`config.mk`:
```
export PLATFORM = sky130hd
export DESIGN_NAME = ula
export DESIGN_NICKNAME = d
export VERILOG_FILES = /design/src/rtl/ula.sv
export SDC_FILE = /design/constraint.sdc
export NUM_CORES = 1
export LEC_CHECK = 0
export CAP_MARGIN = 30
export CORE_ASPECT_RATIO = 1.4
export CORE_MARGIN = 5
export CORE_UTILIZATION = 59
export CTS_BUF_LIST = sky130_fd_sc_hd__clkbuf_8 sky130_fd_sc_hd__clkbuf_16
export DETAILED_ROUTE_END_ITERATION = 6
export PLACE_DENSITY = 0.85
export SLEW_MARGIN = 15
export SYNTH_ARGS = -nofsm -noshare
export SYNTH_HDL_FRONTEND = slang
export SYNTH_SLANG_ARGS = --single-unit
```
`constraint.sdc`:
```
create_clock -name clk -period 1.4 [get_ports clk]
set_clock_uncertainty 0.1 [all_clocks]
set_input_delay 0.14 -clock clk [delete_from_list [all_inputs] [get_ports clk]]
set_output_delay 0.14 -clock clk [all_outputs]
set_load 0.005 [all_outputs]
```
`src/rtl/ula.sv`:
```
// ula: 4-bit arithmetic/logic unit with a registered 8-bit result.
// One operation per clock, selected by switchs. Operands are zero-extended
// to 8 bits. Divide and modulo share one combinational restoring divider.
// A divide or modulo by zero returns 8'h00 and raises erro.

module ula (
    input  logic       clk,
    input  logic       rst_n,
    input  logic [3:0] switchs,
    input  logic [3:0] A,
    input  logic [3:0] B,
    output logic [7:0] saida,
    output logic       erro
);

    // 4-bit restoring divider, returns {remainder, quotient}.
    // Only meaningful for a nonzero divisor. The caller masks the zero case.
    function automatic logic [7:0] div_restoring(input logic [3:0] dividend,
                                                 input logic [3:0] divisor);
        logic [4:0] rem_v;
        logic [3:0] quo_v;
        rem_v = 5'd0;
        quo_v = 4'd0;
        for (int i = 3; i >= 0; i--) begin
            rem_v = {rem_v[3:0], dividend[i]};
            if (rem_v >= {1'b0, divisor}) begin
                rem_v    = rem_v - {1'b0, divisor};
                quo_v[i] = 1'b1;
            end else begin
                quo_v[i] = 1'b0;
            end
        end
        return {rem_v[3:0], quo_v};
    endfunction

    logic [7:0] a_ext_s;
    logic [7:0] b_ext_s;
    logic [7:0] divmod_s;
    logic [3:0] quo_s;
    logic [3:0] rem_s;
    logic       div_zero_s;
    logic [7:0] result_s;
    logic       erro_s;

    assign a_ext_s    = {4'b0000, A};
    assign b_ext_s    = {4'b0000, B};
    assign divmod_s   = div_restoring(A, B);
    assign quo_s      = divmod_s[3:0];
    assign rem_s      = divmod_s[7:4];
    assign div_zero_s = (B == 4'd0);

    // Next-result selection: every opcode produces an 8-bit value and error flag.
    always_comb begin
        result_s = 8'h00;
        erro_s   = 1'b0;
        case (switchs)
            4'b0000: result_s = a_ext_s + b_ext_s;
            4'b0001: result_s = a_ext_s - b_ext_s;
            4'b0010: result_s = a_ext_s * b_ext_s;
            4'b0011: begin
                if (div_zero_s) begin
                    result_s = 8'h00;
                    erro_s   = 1'b1;
                end else begin
                    result_s = {4'b0000, quo_s};
                    erro_s   = 1'b0;
                end
            end
            4'b0100: begin
                if (div_zero_s) begin
                    result_s = 8'h00;
                    erro_s   = 1'b1;
                end else begin
                    result_s = {4'b0000, rem_s};
                    erro_s   = 1'b0;
                end
            end
            4'b0101: result_s = {4'b0000, A & B};
            4'b0110: result_s = {4'b0000, A | B};
            4'b0111: result_s = {4'b0000, A ^ B};
            4'b1000: result_s = {4'b0000, ~A};
            4'b1001: result_s = a_ext_s << B[1:0];
            4'b1010: result_s = a_ext_s >> B[1:0];
            4'b1011: begin
                if (A > B) begin
                    result_s = 8'h01;
                end else if (A == B) begin
                    result_s = 8'h00;
                end else begin
                    result_s = 8'hFF;
                end
            end
            4'b1100: begin
                if (A >= B) begin
                    result_s = a_ext_s;
                end else begin
                    result_s = b_ext_s;
                end
            end
            4'b1101: begin
                if (A <= B) begin
                    result_s = a_ext_s;
                end else begin
                    result_s = b_ext_s;
                end
            end
            4'b1110: result_s = a_ext_s + 8'd1;
            4'b1111: result_s = b_ext_s;
            default: begin
                result_s = 8'h00;
                erro_s   = 1'b0;
            end
        endcase
    end

    // Output register: captures the selected result every cycle, cleared at once by reset.
    always_ff @(posedge clk or negedge rst_n) begin
        if (!rst_n) begin
            saida <= 8'h00;
            erro  <= 1'b0;
        end else begin
            saida <= result_s;
            erro  <= erro_s;
        end
    end

endmodule

```
==> key figures, run 1 <==
Floorplanning
  – Chip Height: 89.3 um
  – Ports: 23
  – Die width: 66.6 um
  – Cell row count: 28
  – Starting density of the core: 62.0%

GRT
  – Total track usage: 64.3%
  – GR Overflow Total: 40
  – Largest net degree at the start of global routing: 23
  – First-pass GRT wire length: 27700 um
  – Number of global-route vias before repair: 4703

Clocking
  – # hold bufs at CTS: 0
  – CTS buffer count: 3
  – CTS sink count: 9
  – CTS max path bufs: 2
  – Root Buffer: clkbuf_8
  – CTS H-tree depth: 1

Logic synthesis
  – Syn nets: 409
  – Netlist cell types: 66
  – Cell area after synthesis: 2650 um2
  – Part of the Yosys area used for sequential elements: 8.50%
  – Synth Register Bits: 9
  – Asr flop ratio synth: 100%
  – Ys Warns: 0
  – EDFF count, synth: 0
  – Syn avg cell area: 7.79 um2
  – Synth Instances: 340
  – Main synth FF type: dfrtp_1

Outcome
  – Outcome: aborted with a tool error
  – Exit stage: global routing (5_1_grt)
  – First error: [ERROR GRT-0116] Global routing finished with congestion. Check the congestion regions in the DRC Viewer.

Placed design
  – Gpl congestion: 1.01
  – Port Buffers: 22
  – Hpwl dp: 7950 um
  – Placed Area: 3760 um2
-- timing repair --
| action | CTS |
|---|---|
| pin swaps | 39 |
| gates resized for setup | 77 |
| hold endpoints to repair | 0 |
| setup buffers | 17 |
| endpoints found under the setup margin | 9 |
| cloned | 1 |
-- synthesized netlist by cell type, types with 4 or more instances --
cell / number / area, um2
ha_1: 46 / 576
nand2_1: 32 / 120
a21oi_1: 29 / 145
inv_1: 29 / 109
nor2_1: 29 / 109
o21ai_0: 12 / 60.1
dfrtp_1: 9 / 225
fa_1: 9 / 180
mux2i_1: 9 / 90.1
xnor2_1: 9 / 78.8
clkbuf_1: 8 / 30.0
nor2b_1: 8 / 50.1
nor3_1: 7 / 35.0
o211ai_1: 7 / 52.6
xor2_1: 6 / 52.6
a21o_1: 5 / 37.5
nand3_1: 5 / 25.0
nor3b_1: 5 / 37.5
a31oi_1: 4 / 25.0
buf_2: 4 / 20.0
-- layer usage --
metal	GRT overflow	global-route usage, %
met2	16	85.1
met5	0	2.68
met1	1	60.2
met4	22	75.2
met3	1	43.1
-- stage by stage --
| stage | instances | hold WS, ns | utilization, % | worst slack, ns | setup TNS, ns |
|---|---|---|---|---|---|
| after floorplan | 340 | -0.256 | - | -3.85 | -19.66 |
| after global placement | 514 | 0.351 | 88.0 | -4.11 | -25.17 |
| after detailed placement | 514 | 0.374 | 88.0 | -4.48 | -26.92 |
| after CTS | 536 | 0.132 | 97.2 | -3.56 | -19.18 |
-- cell families after synthesis --
group,share of synthesized area [%]
AND/OR/NAND/NOR,20.5
flip-flops,8.50
buffers and inverters,6.28
AO/OA/AOI/OAI,26.5
adder cells (fa/ha/maj),28.5
XOR/XNOR,4.96
multiplexers,4.82
==> run 2: changes to the inputs <==
==> config.mk (replaced) <==
export PLATFORM = sky130hd
export DESIGN_NAME = ula
export DESIGN_NICKNAME = d
export VERILOG_FILES = /design/src/rtl/ula.sv
export SDC_FILE = /design/constraint.sdc
export NUM_CORES = 1
export LEC_CHECK = 0
export CAP_MARGIN = 30
export CORE_MARGIN = 5
export CORE_UTILIZATION = 40
export DETAILED_ROUTE_END_ITERATION = 6
export PLACE_DENSITY_LB_ADDON = 0.15
export SLEW_MARGIN = 15
export SYNTH_ARGS = -nofsm -noshare
export SYNTH_HDL_FRONTEND = slang
export SYNTH_SLANG_ARGS = --single-unit
==> run 2 against run 1 <==
The flow now finishes, with violations (negative setup slack). Synthesized cell count unchanged. Area after synthesis unchanged.
==> key figures, run 2 <==
Logic synthesis
  – Count leader, synth: ha_1
  – Netlist cell types: 66 (unchanged)
  – Syn nets: 409 (unchanged)
  – Synth Instances: 340 (unchanged)
  – Cell accounting for the most synthesized area: ha_1
  – Synth area leaders: ha_1 (22%), dfrtp_1 (8.5%), fa_1 (6.8%)
  – EDFF count, synth: 0 (unchanged)
  – Ys Warns: 0 (unchanged)
  – Part of the Yosys area used for sequential elements: 8.50% (unchanged)
  – Asr flop ratio synth: 100% (unchanged)
  – Cell area after synthesis: 2650 um2 (unchanged)
  – Largest family of logic cells by synthesized area: adder cells
  – Mux contribution to synthesized area: 4.82% (unchanged)
  – Synth Area in Adders: 28.5% (unchanged)
  – Top-area cell type share of the netlist area: 21.7% (unchanged)
  – Simple-gate share of the synthesized area: 20.5% (unchanged)
  – Post-synthesis xor/xnor area fraction: 4.96% (unchanged)
  – Main synth FF type: dfrtp_1
  – Compound-Gate Fraction of Synth Area: 26.5% (unchanged)
  – Syn avg cell area: 7.79 um2 (unchanged)
  – Post-synth top cells: ha_1 (46), nand2_1 (32), a21oi_1 (29), inv_1 (29), nor2_1 (29)
  – Synth Register Bits: 9 (unchanged)

Detailed routing
  – Initial DRC count: 337
  – Detail-routed via count per cell: 5.81
  – Post-route DRC: 0
  – ANT nets after route: 0
  – Detailed Route WL: 11000 um
  – Vias: 3398
  – First-pass detailed-route iteration total: 5
  – WL/cell: 18.7 um

Power
  – Leakage: 0.00218 uW
  – Internal power: 1850 uW
  – Design Power: 3120 uW
  – Power Density: 698 nW/um2
  – Sequential Power Share: 9.9%
  – Clock Power Share: 9.6%
  – Net Sw Frac: 40.7%
  – Sw Pwr: 1270 uW
  – Max IR drop VDD: 0.645 mV
  – Combinational share of power: 80.5%

STA
  – Crit share post-route: 366%
  – Max-Slew Margin vs Limit: 67.5%
  – Hold Fails Final Rpt: 0
  – Slew Limit Fails: 0
  – RSZ-0062 raised after global routing: true
  – Final setup fails: 9
  – Setup ws final: -3.73 ns
  – Highest clock rate: 195 MHz
  – Minimum clock period: 5.13 ns
  – Measured slew at the worst slew-check pin: 0.474 ns

Placed design
  – Placed insts: 543 (+5.6%)
  – Hpwl dp: 7670 um (-3.6%)
  – Gpl congestion: 0.957 (-5.7%)
  – Dpl ws: -4.57 ns (-0.0884 ns)
  – Port Buffers: 22 (unchanged)

Floorplanning
  – Die width: 91.4 um (+37%)
  – Cell row count: 29 (+3.6%)
  – Ports: 23 (unchanged)
  – Starting density of the core: 41.5% (-20 points)
  – CORE AREA: 6390 um2
  – Die area: 8350 um2
  – Chip Height: 91.4 um (+2.3%)

Outcome
  – Failing checks: negative setup slack
  – Outcome: finished with violations

Setup path
  – Crit path DAT: 5.13 ns
  – Critical path endpoint category: register
  – Worst path slowest cell: nor4b_4
  – Worst endpoint required time: 1.41 ns
  – Startpoint types: input pin
  – Max incr delay on CP: 0.36 ns
  – Setup CP Type: in -> reg
  – Crit Path Max Fanout: 4
  – Worst setup path end: saida[1]$_DFF_PN0_
  – Critical path origin: A[3]

Min path
  – Worst Hold Class: in -> async

Final layout
  – Antenna diodes: 0
  – Final nets: 578
  – Final core utilization: 70.0%
  – Largest regs: saida x8, erro x1
  – Biggest register: saida
  – Area Overhead vs Synth: 68.9%
  – Commonest non-fill, non-tap cell in the layout: buf_4
  – Fin cells: 585
  – Area taken by multi-input logic gates: 2520 um2
  – Register area: 225 um2
  – Share of layout cells above drive strength 1: 43.5%
  – Max reg flops: 8
  – Fillers: 509
  – Most frequent cells in the layout: buf_4 (146), ha_1 (36), nand2_1 (31)

GRT
  – Total track usage: 25.6%
  – Number of global-route vias before repair: 3417
  – GR Overflow Total: 0
  – First-pass GRT wire length: 17300 um
  – Initial antenna violation count: 0
  – Largest net degree at the start of global routing: 21

Clocking
  – Root Buffer: clkbuf_8
  – CTS H-tree depth: 1 (unchanged)
  – TritonCTS clock tree: done
  – CTS sink count: 9 (unchanged)
  – CTS buffer count: 3 (unchanged)
  – CTS max path bufs: 2 (unchanged)
  – Worst-path clk slew: 0.04 ns

Run
  – Max-cap violations: 0
[run 2: cell counts after synthesis]
Identical to the previous run, type by type.
[run 2: through the flow]
stage                     setup TNS, ns  area, um2  hold slack, ns
after detailed placement         -27.50       3870           0.362
after floorplan                  -19.66       2740          -0.256
after global routing             -21.48       4470           0.140
final                            -20.44       4470          0.0973
after global placement           -26.04       3870           0.354
after CTS                        -19.76       4380           0.114
[run 2: kinds of logic after synthesis]
| family | after synthesis |
|---|---|
| buffers and inverters | 43 |
| muxes | 12 |
| and+or+nand+nor | 107 |
| xor gates and xnor gates | 15 |
| AOI/OAI and AO/OA | 99 |
| adders and majority gates | 55 |
| DFF | 9 |
[run 2: area by class of cell]
cell class	instances	area share, %
clock buffers	4	1.01
repair buffers	178	32.8
multi-input cells	288	56.4
inverters	29	2.63
well taps	77	2.15
flip-flops and latches	9	5.03
[run 2: worst min-delay path by stage]
stage | start | end | slack [ns] | depth (start not counted)
2_1_floorplan | rst_n | erro$_DFF_PN0_ | -0.26 | 0
3_3_place_gp | rst_n | saida[5]$_DFF_PN0_ | 0.35 | 1
3_5_place_dp | rst_n | saida[6]$_DFF_PN0_ | 0.36 | 1
4_1_cts | rst_n | saida[6]$_DFF_PN0_ | 0.11 | 1
5_1_grt | rst_n | saida[6]$_DFF_PN0_ | 0.14 | 1
6_report | rst_n | saida[6]$_DFF_PN0_ | 0.1 | 1
[run 2: power by group through the flow]
stage	combinational [uW]	sequential (uW)	clock [uW]
after floorplan	1150	319	0
after global placement	1970	313	0
after detailed placement	2030	315	0
after CTS	2370	312	304
after global routing	2690	315	316
final	2510	309	298
[run 2: worst max-delay path, delay by kind of cell]
kind | cells | cell delay, ns
buffers and inverters | 4 | 0.41
AOI/OAI and AO/OA | 14 | 2.30
muxes | 1 | 0.30
adders and majority gates | 4 | 0.95
and+or+nand+nor | 6 | 1.02
[run 2: repair_timing]
item,CTS,global route
setup buffers,31,6
gates cloned,1,0
resized for setup,77,11
endpoints found under the setup margin,9,9
hold buffers,0,0
pin swaps,34,20
[run 2: per-layer routing]
metal  vias up  GRT usage (%)  share of wire (%)
li1       1575              -                  -
met1      1600           34.5                 42
met2       194           41.7                 46
met3        29           4.05                9.3
met4         0           8.19                2.9
met5         -              0                  0
(Power assumes the default switching activity.)
